**src/rtl/sha_msg_tx.sv**
```systemverilog
// sha_msg_tx: gathers big-endian host message words into 16-word SHA-256
// blocks, applies the 0x80 marker / zero fill / 64-bit bit-length padding,
// and streams each block to the message expander one word per cycle.
module sha_msg_tx #(
    parameter int DATA_WIDTH = 32
) (
    input  logic                  clk,
    input  logic                  rst,
    input  logic                  msg_valid_in,
    output logic                  msg_ready_out,
    input  logic [DATA_WIDTH-1:0] msg_data_in,
    input  logic                  msg_last_in,
    input  logic [2:0]            msg_bytes_in,
    output logic                  start_out,
    output logic [4:0]            Tx_core_count,
    output logic [DATA_WIDTH-1:0] data_out,
    input  logic                  me_done_in,
    output logic                  block_last_out,
    output logic [2:0]            o_FSM_state
);

    localparam int BYTES = DATA_WIDTH / 8;
    localparam logic [DATA_WIDTH-1:0] MARK_WORD = {1'b1, {(DATA_WIDTH-1){1'b0}}};

    typedef enum logic [2:0] {
        IDLE    = 3'd0,
        LOAD    = 3'd1,
        PAD     = 3'd2,
        SEND    = 3'd3,
        WAIT_ME = 3'd4,
        PAD2    = 3'd5
    } state_t;

    state_t state;
    state_t state_d;

    // Block buffer and message bookkeeping
    logic [DATA_WIDTH-1:0] buffer [16];
    logic [4:0]            wr_idx;       // next buffer slot to fill; may run past 15
    logic [63:0]           bit_len;      // running message length in bits
    logic                  block_final;  // block being sent carries the length
    logic                  ovf_pending;  // length did not fit, an extra block follows
    logic                  marker_next;  // 0x80 marker belongs in word 0 of the extra block
    logic                  len_fits;     // marker landed at index 13 or below

    // Registered expander-side outputs
    logic                  start_q;
    logic [4:0]            cnt_q;
    logic [DATA_WIDTH-1:0] data_q;

    // Handshake-side decode
    logic                  hs;
    logic [4:0]            base_idx;
    logic [63:0]           base_len;
    logic [3:0]            n_bytes;
    logic                  full_last;
    logic [DATA_WIDTH-1:0] last_word;
    logic [4:0]            marker_pos;
    logic [DATA_WIDTH-1:0] first_word;

    assign msg_ready_out = (state == IDLE) || (state == LOAD);
    assign hs            = msg_valid_in && msg_ready_out;

    // A message starting from IDLE begins from an empty block and zero length.
    assign base_idx = (state == IDLE) ? 5'd0  : wr_idx;
    assign base_len = (state == IDLE) ? 64'd0 : bit_len;

    // Trim and mark the final word; locate the 0x80 marker.
    always_comb begin
        // NOTE: every output of a combinational block gets a default first so no latch is inferred.
        n_bytes   = 4'(BYTES);
        last_word = '0;
        if (msg_bytes_in != 3'd0 && {1'b0, msg_bytes_in} < 4'(BYTES)) begin
            n_bytes = {1'b0, msg_bytes_in};
        end
        full_last = (n_bytes == 4'(BYTES));
        for (int k = 0; k < BYTES; k++) begin
            if (k < int'(n_bytes)) begin
                last_word[DATA_WIDTH-1-8*k -: 8] = msg_data_in[DATA_WIDTH-1-8*k -: 8];
            end else if (k == int'(n_bytes)) begin
                last_word[DATA_WIDTH-1-8*k -: 8] = 8'h80;
            end
        end
        marker_pos = base_idx + (full_last ? 5'd1 : 5'd0);
    end

    // Word 0 of a block: the extra length block builds it in the same cycle it is sent.
    assign first_word = (state == PAD2) ? (marker_next ? MARK_WORD : '0) : buffer[0];

    // State register.
    always_ff @(posedge clk or posedge rst) begin
        if (rst) begin
            state <= IDLE;
        end else begin
            // NOTE: clocked state uses non-blocking assignments so all registers update from pre-edge values.
            state <= state_d;
        end
    end

    // Next-state decode.
    always_comb begin
        state_d = state;
        case (state)
            IDLE, LOAD: begin
                if (hs) begin
                    if (msg_last_in) begin
                        state_d = PAD;
                    end else if (base_idx == 5'd15) begin
                        state_d = SEND;
                    end else begin
                        state_d = LOAD;
                    end
                end
            end
            PAD: begin
                if (len_fits ? (wr_idx == 5'd14) : wr_idx[4]) begin
                    state_d = SEND;
                end
            end
            SEND: begin
                if (cnt_q == 5'd15) begin
                    state_d = WAIT_ME;
                end
            end
            WAIT_ME: begin
                if (me_done_in) begin
                    if (ovf_pending) begin
                        state_d = PAD2;
                    end else if (block_final) begin
                        state_d = IDLE;
                    end else begin
                        state_d = LOAD;
                    end
                end
            end
            PAD2:    state_d = SEND;
            default: state_d = IDLE;
        endcase
    end

    // Buffer fill, padding and length bookkeeping.
    always_ff @(posedge clk or posedge rst) begin
        if (rst) begin
            // NOTE: the block buffer is reset on purpose so a new message never sees a stale block.
            for (int i = 0; i < 16; i++) begin
                buffer[i] <= '0;
            end
            wr_idx      <= '0;
            bit_len     <= '0;
            block_final <= 1'b0;
            ovf_pending <= 1'b0;
            marker_next <= 1'b0;
            len_fits    <= 1'b0;
        end else begin
            case (state)
                IDLE, LOAD: begin
                    if (hs) begin
                        block_final <= 1'b0;
                        if (msg_last_in) begin
                            buffer[base_idx[3:0]] <= last_word;
                            if (full_last && base_idx != 5'd15) begin
                                buffer[4'(base_idx + 5'd1)] <= MARK_WORD;
                            end
                            bit_len     <= base_len + {57'd0, n_bytes, 3'd0};
                            wr_idx      <= marker_pos + 5'd1;
                            len_fits    <= (marker_pos <= 5'd13);
                            marker_next <= (marker_pos == 5'd16);
                        end else begin
                            buffer[base_idx[3:0]] <= msg_data_in;
                            bit_len <= base_len + 64'(DATA_WIDTH);
                            wr_idx  <= base_idx + 5'd1;
                        end
                    end
                end
                PAD: begin
                    if (len_fits) begin
                        if (wr_idx == 5'd14) begin
                            buffer[14]  <= DATA_WIDTH'(bit_len[63:32]);
                            buffer[15]  <= DATA_WIDTH'(bit_len[31:0]);
                            block_final <= 1'b1;
                            ovf_pending <= 1'b0;
                        end else begin
                            buffer[wr_idx[3:0]] <= '0;
                            wr_idx <= wr_idx + 5'd1;
                        end
                    end else if (wr_idx[4]) begin
                        block_final <= 1'b0;
                        ovf_pending <= 1'b1;
                    end else begin
                        buffer[wr_idx[3:0]] <= '0;
                        wr_idx <= wr_idx + 5'd1;
                    end
                end
                WAIT_ME: begin
                    if (me_done_in) begin
                        wr_idx <= '0;
                    end
                end
                PAD2: begin
                    for (int i = 0; i < 14; i++) begin
                        buffer[i] <= '0;
                    end
                    if (marker_next) begin
                        buffer[0] <= MARK_WORD;
                    end
                    buffer[14]  <= DATA_WIDTH'(bit_len[63:32]);
                    buffer[15]  <= DATA_WIDTH'(bit_len[31:0]);
                    block_final <= 1'b1;
                    ovf_pending <= 1'b0;
                    marker_next <= 1'b0;
                end
                default: ;
            endcase
        end
    end

    // Expander outputs: strobe, index and word are loaded together on each SEND edge.
    always_ff @(posedge clk or posedge rst) begin
        if (rst) begin
            start_q <= 1'b0;
            cnt_q   <= '0;
            data_q  <= '0;
        end else if (state != SEND && state_d == SEND) begin
            start_q <= 1'b1;
            cnt_q   <= '0;
            data_q  <= first_word;
        end else if (state == SEND) begin
            if (cnt_q == 5'd15) begin
                start_q <= 1'b0;
                cnt_q   <= '0;
                data_q  <= '0;
            end else begin
                cnt_q  <= cnt_q + 5'd1;
                data_q <= buffer[4'(cnt_q + 5'd1)];
            end
        end
    end

    assign start_out      = start_q;
    assign Tx_core_count  = cnt_q;
    assign data_out       = data_q;
    assign block_last_out = start_q && block_final;
    assign o_FSM_state    = state;

endmodule

```
**config.mk**
```make
export PLATFORM = sky130hd
export DESIGN_NAME = sha_msg_tx
export DESIGN_NICKNAME = d
export VERILOG_FILES = /design/src/rtl/sha_msg_tx.sv
export SDC_FILE = /design/constraint.sdc
export NUM_CORES = 2
export LEC_CHECK = 0
export CORE_MARGIN = 5
export CORE_UTILIZATION = 40
export DETAILED_ROUTE_END_ITERATION = 12
export DONT_BUFFER_PORTS = 1
export PLACE_DENSITY = 0.62
export SYNTH_ARGS = -nofsm -noshare
export SYNTH_HDL_FRONTEND = slang
export SYNTH_SLANG_ARGS = --single-unit
```
**constraint.sdc**
```tcl
create_clock -name clk -period 27.1 [get_ports clk]
set_clock_uncertainty 0.05 [all_clocks]
set_input_delay 5.42 -clock clk [delete_from_list [all_inputs] [get_ports clk]]
set_output_delay 5.42 -clock clk [all_outputs]
set_load 0.05 [all_outputs]
```
==> impl_results.md <==
- Outcome: complete, no violations
- Boundary Pins: 83
- Synth async-reset ratio: 100%
- Post-Place Worst Slack: 17510 ps
- Total track usage: 27.8%
- Fmax: 114 MHz
- Sink Count: between 600 and 700
- Setup violators final: 0
- H-tree depth: 3
- Hold buffer count at CTS: 0
- Via count: 28502
- Synth area leader: dfrtp_1
- Tmin final: 8750 ps
- Syn avg cell area: 10.3 um^2
- Final Slew Violations: 0
- Antenna viol nets, final: 0
- Storage element area: approximately 16000 um^2
- Synth top area share: 46.7%
- Overall power: 3520 uW
- Yosys warnings: 0
- Final Cycle Share: between 30% and 40%
- Crit path arrival time: roughly 9300 ps
- Fill count: 7660
- FF+latch count, synth: 623
- Setup TNS: 0 ps
- Clock slew at reported path FFs: 60 ps
- Maximum root-to-sink buffer count: 3
- Core area: 82400 um^2
- Reg-to-Reg Start: o_FSM_state[0]$_DFF_PP0_
- Max capacitance violation total: 0
- Number of synthesized flops with an enable pin: 0
- Kind of critical path: input pin to async pin
- Area grow syn2layout: 10.1%
- DRT Wirelength: 127000 um
- Antenna violations before repair: 1
- Static Leak: ~0.016 uW
- DRC errors left: 0
- Die area: between 80000 and 90000 um^2
- First-pass GRT wire length: 190000 um
- CP Data Required Time: 27630 ps
- Wire length per cell: 30.2 um
- Power density over the cells: 96.0 nW/um^2
- Root buf cell: clkbuf_16
- Clock latency on the worst-skew pair: a little over 600 ps
- Syn nets: 3303
- Number of port buffers: 0
- Starting DRT DRC Count: 3577
- Vias per cell: slightly below 7
- Crit. End Element: async pin
- HP Class: register to register
- Post-synthesis sequential area ratio: 46.7%
- Post-CTS Setup Inserts: 0
- Unrepaired setup endpoints after global routing: no
- # rows: 105
- Critical Path Source Type: input pin
- Number of global-route vias before repair: 27853
- Remaining Overflow, GRT: 0
- Max Fanout on Critical Path: approximately 120
- Area of the multi-input gates: approximately 17000 um^2
- Detailed Routing Iterations Pass 1: 6
- Pin count of the biggest net entering global routing: 130
- Slew @ Worst Pin: 1320 ps
- Post-cts gate resize count: 0
- Synth Flop Type: dfrtp_1
- TritonCTS clock tree: built
- Detailed Place HPWL: 85400 um
- Die W: 299 um
- Post-Syn Instances: 3241
- Initial core utilization: 40.5%
- Cts bufs inserted: 71
- Max-slew headroom: about an eighth
- Post-layout nets: 3154
- Layout cells sized above 1: 11.8%
- Final hold vios: 0
- Number of diodes: 0
- Library cells used by synthesis: 76
- Die H: approximately 300 um
- Final GP Congestion: 0.937
- Setup ws final: 18350 ps
- CP Launch Point: rst
- Synth top area cells: dfrtp_1, mux4_2, a21oi_1
- Worst vdd ir: 0.136 mV
- Mapped Area: 33400 um^2
-- cell type report --
| class | instances | area share (%) |
|---|---|---|
| Multi-Input combinational cell | 2286 | 45.2 |
| Sequential cell | 623 | 42.5 |
| Clock buffer | 98 | 5.59 |
| Tap cell | 1070 | 3.65 |
| Timing Repair Buffer | 73 | 1.56 |
| Clock inverter | 26 | 1.13 |
| Inverter | 37 | 0.399 |
-- through the flow --
step           area (um^2)  util [%]  std cells  hold slack, ps
2_1_floorplan        33400         -       3241             383
3_3_place_gp         34300      41.6       4089             399
3_5_place_dp         34300      41.6       4089             402
4_1_cts              36700      44.6       4213             415
5_1_grt              36700      44.6       4213             437
6_report             36700      44.6       4213             414
-- cell usage after synthesis (8+ instances only) --
cell type    n
mux2i_1     70
and3_1      29
nand2b_1    41
a222oi_1    12
a31oi_1     48
buf_1       38
mux4_2     128
a32o_1       8
a221o_1    132
a22o_1     135
nor3_1      41
clkbuf_1   229
nor2_1     223
a21o_1      21
ha_1        21
o22ai_1     45
a21oi_1    278
o2bb2ai_1  148
o221ai_1    12
nand4_1     22
nand3_1    133
xnor2_1     30
xor2_1      36
inv_1       34
and2_1      55
nand2_1    301
nor2b_1     31
a211oi_1    10
buf_2       28
dfrtp_1    623
o21ai_0    164
-- layer usage --
metal	global-route usage [%]	routed length, um	up-vias
li1	-	-	11947
met1	38.4	50400	14340
met2	40.2	54200	1877
met3	8.65	15900	336
met4	12.7	6580	2
met5	0.703	93	-
-- logic make-up after synthesis --
group,Yosys count,share of synthesized area (%)
compound gates,1066,22.8
simple gates,929,13.1
flops,623,46.7
buf+inv,332,3.84
mux,203,10.9
xor+xnor,66,1.73
fa+ha+maj,22,0.848
-- power breakdown --
| part | switching, uW | leakage (uW) | internal (uW) | total [uW] |
|---|---|---|---|---|
| sequential | 189 | 0.00859 | 1030 | 1220 |
| combinational | 888 | 0.00576 | 384 | 1270 |
| clock | 409 | 0.00121 | 625 | 1030 |
-- worst max-delay path, cell delays in order --
cell and delay (ps):
inv_8 520, buf_4 740, buf_4 750, buf_4 780
buf_4 860
-- worst paths after layout --
| kind | to | slack, ps | cells past startpoint |
|---|---|---|---|
| min in group asynchronous | data_out[2]$_DFFE_PP0P_ | 4760 | 1 |
| max in group clk | register | 18710 | 7 |
| max | async pin | 18350 | 5 |
| max reg2reg | register | 20500 | 15 |
| min reg2reg | register | 410 | 2 |
| min | register | 410 | 2 |
-- cells in the final DEF (no fill, tap or decap), types with 8 or more instances in the layout --
cell type / count
clkbuf_1: 12
nor2_1: 221
xor2_1: 35
nand2b_1: 41
a221o_1: 132
a32o_1: 8
o21ai_0: 152
o22ai_1: 45
o21ai_2: 13
a21o_1: 21
and3_1: 29
nand3_1: 133
nand2_1: 301
a21oi_1: 278
and2_1: 55
bufinv_16: 10
ha_1: 20
clkinv_2: 10
a222oi_1: 12
mux4_2: 128
dfrtp_1: 620
xnor2_1: 29
clkbuf_16: 73
o221ai_1: 12
a211oi_1: 10
nand4_1: 22
nor3_1: 40
inv_1: 33
a31oi_1: 48
buf_4: 71
mux2i_1: 70
o2bb2ai_1: 148
nor2b_1: 31
clkbuf_8: 13
a22o_1: 135
No activity file was read; power rests on OpenSTA's default activity.
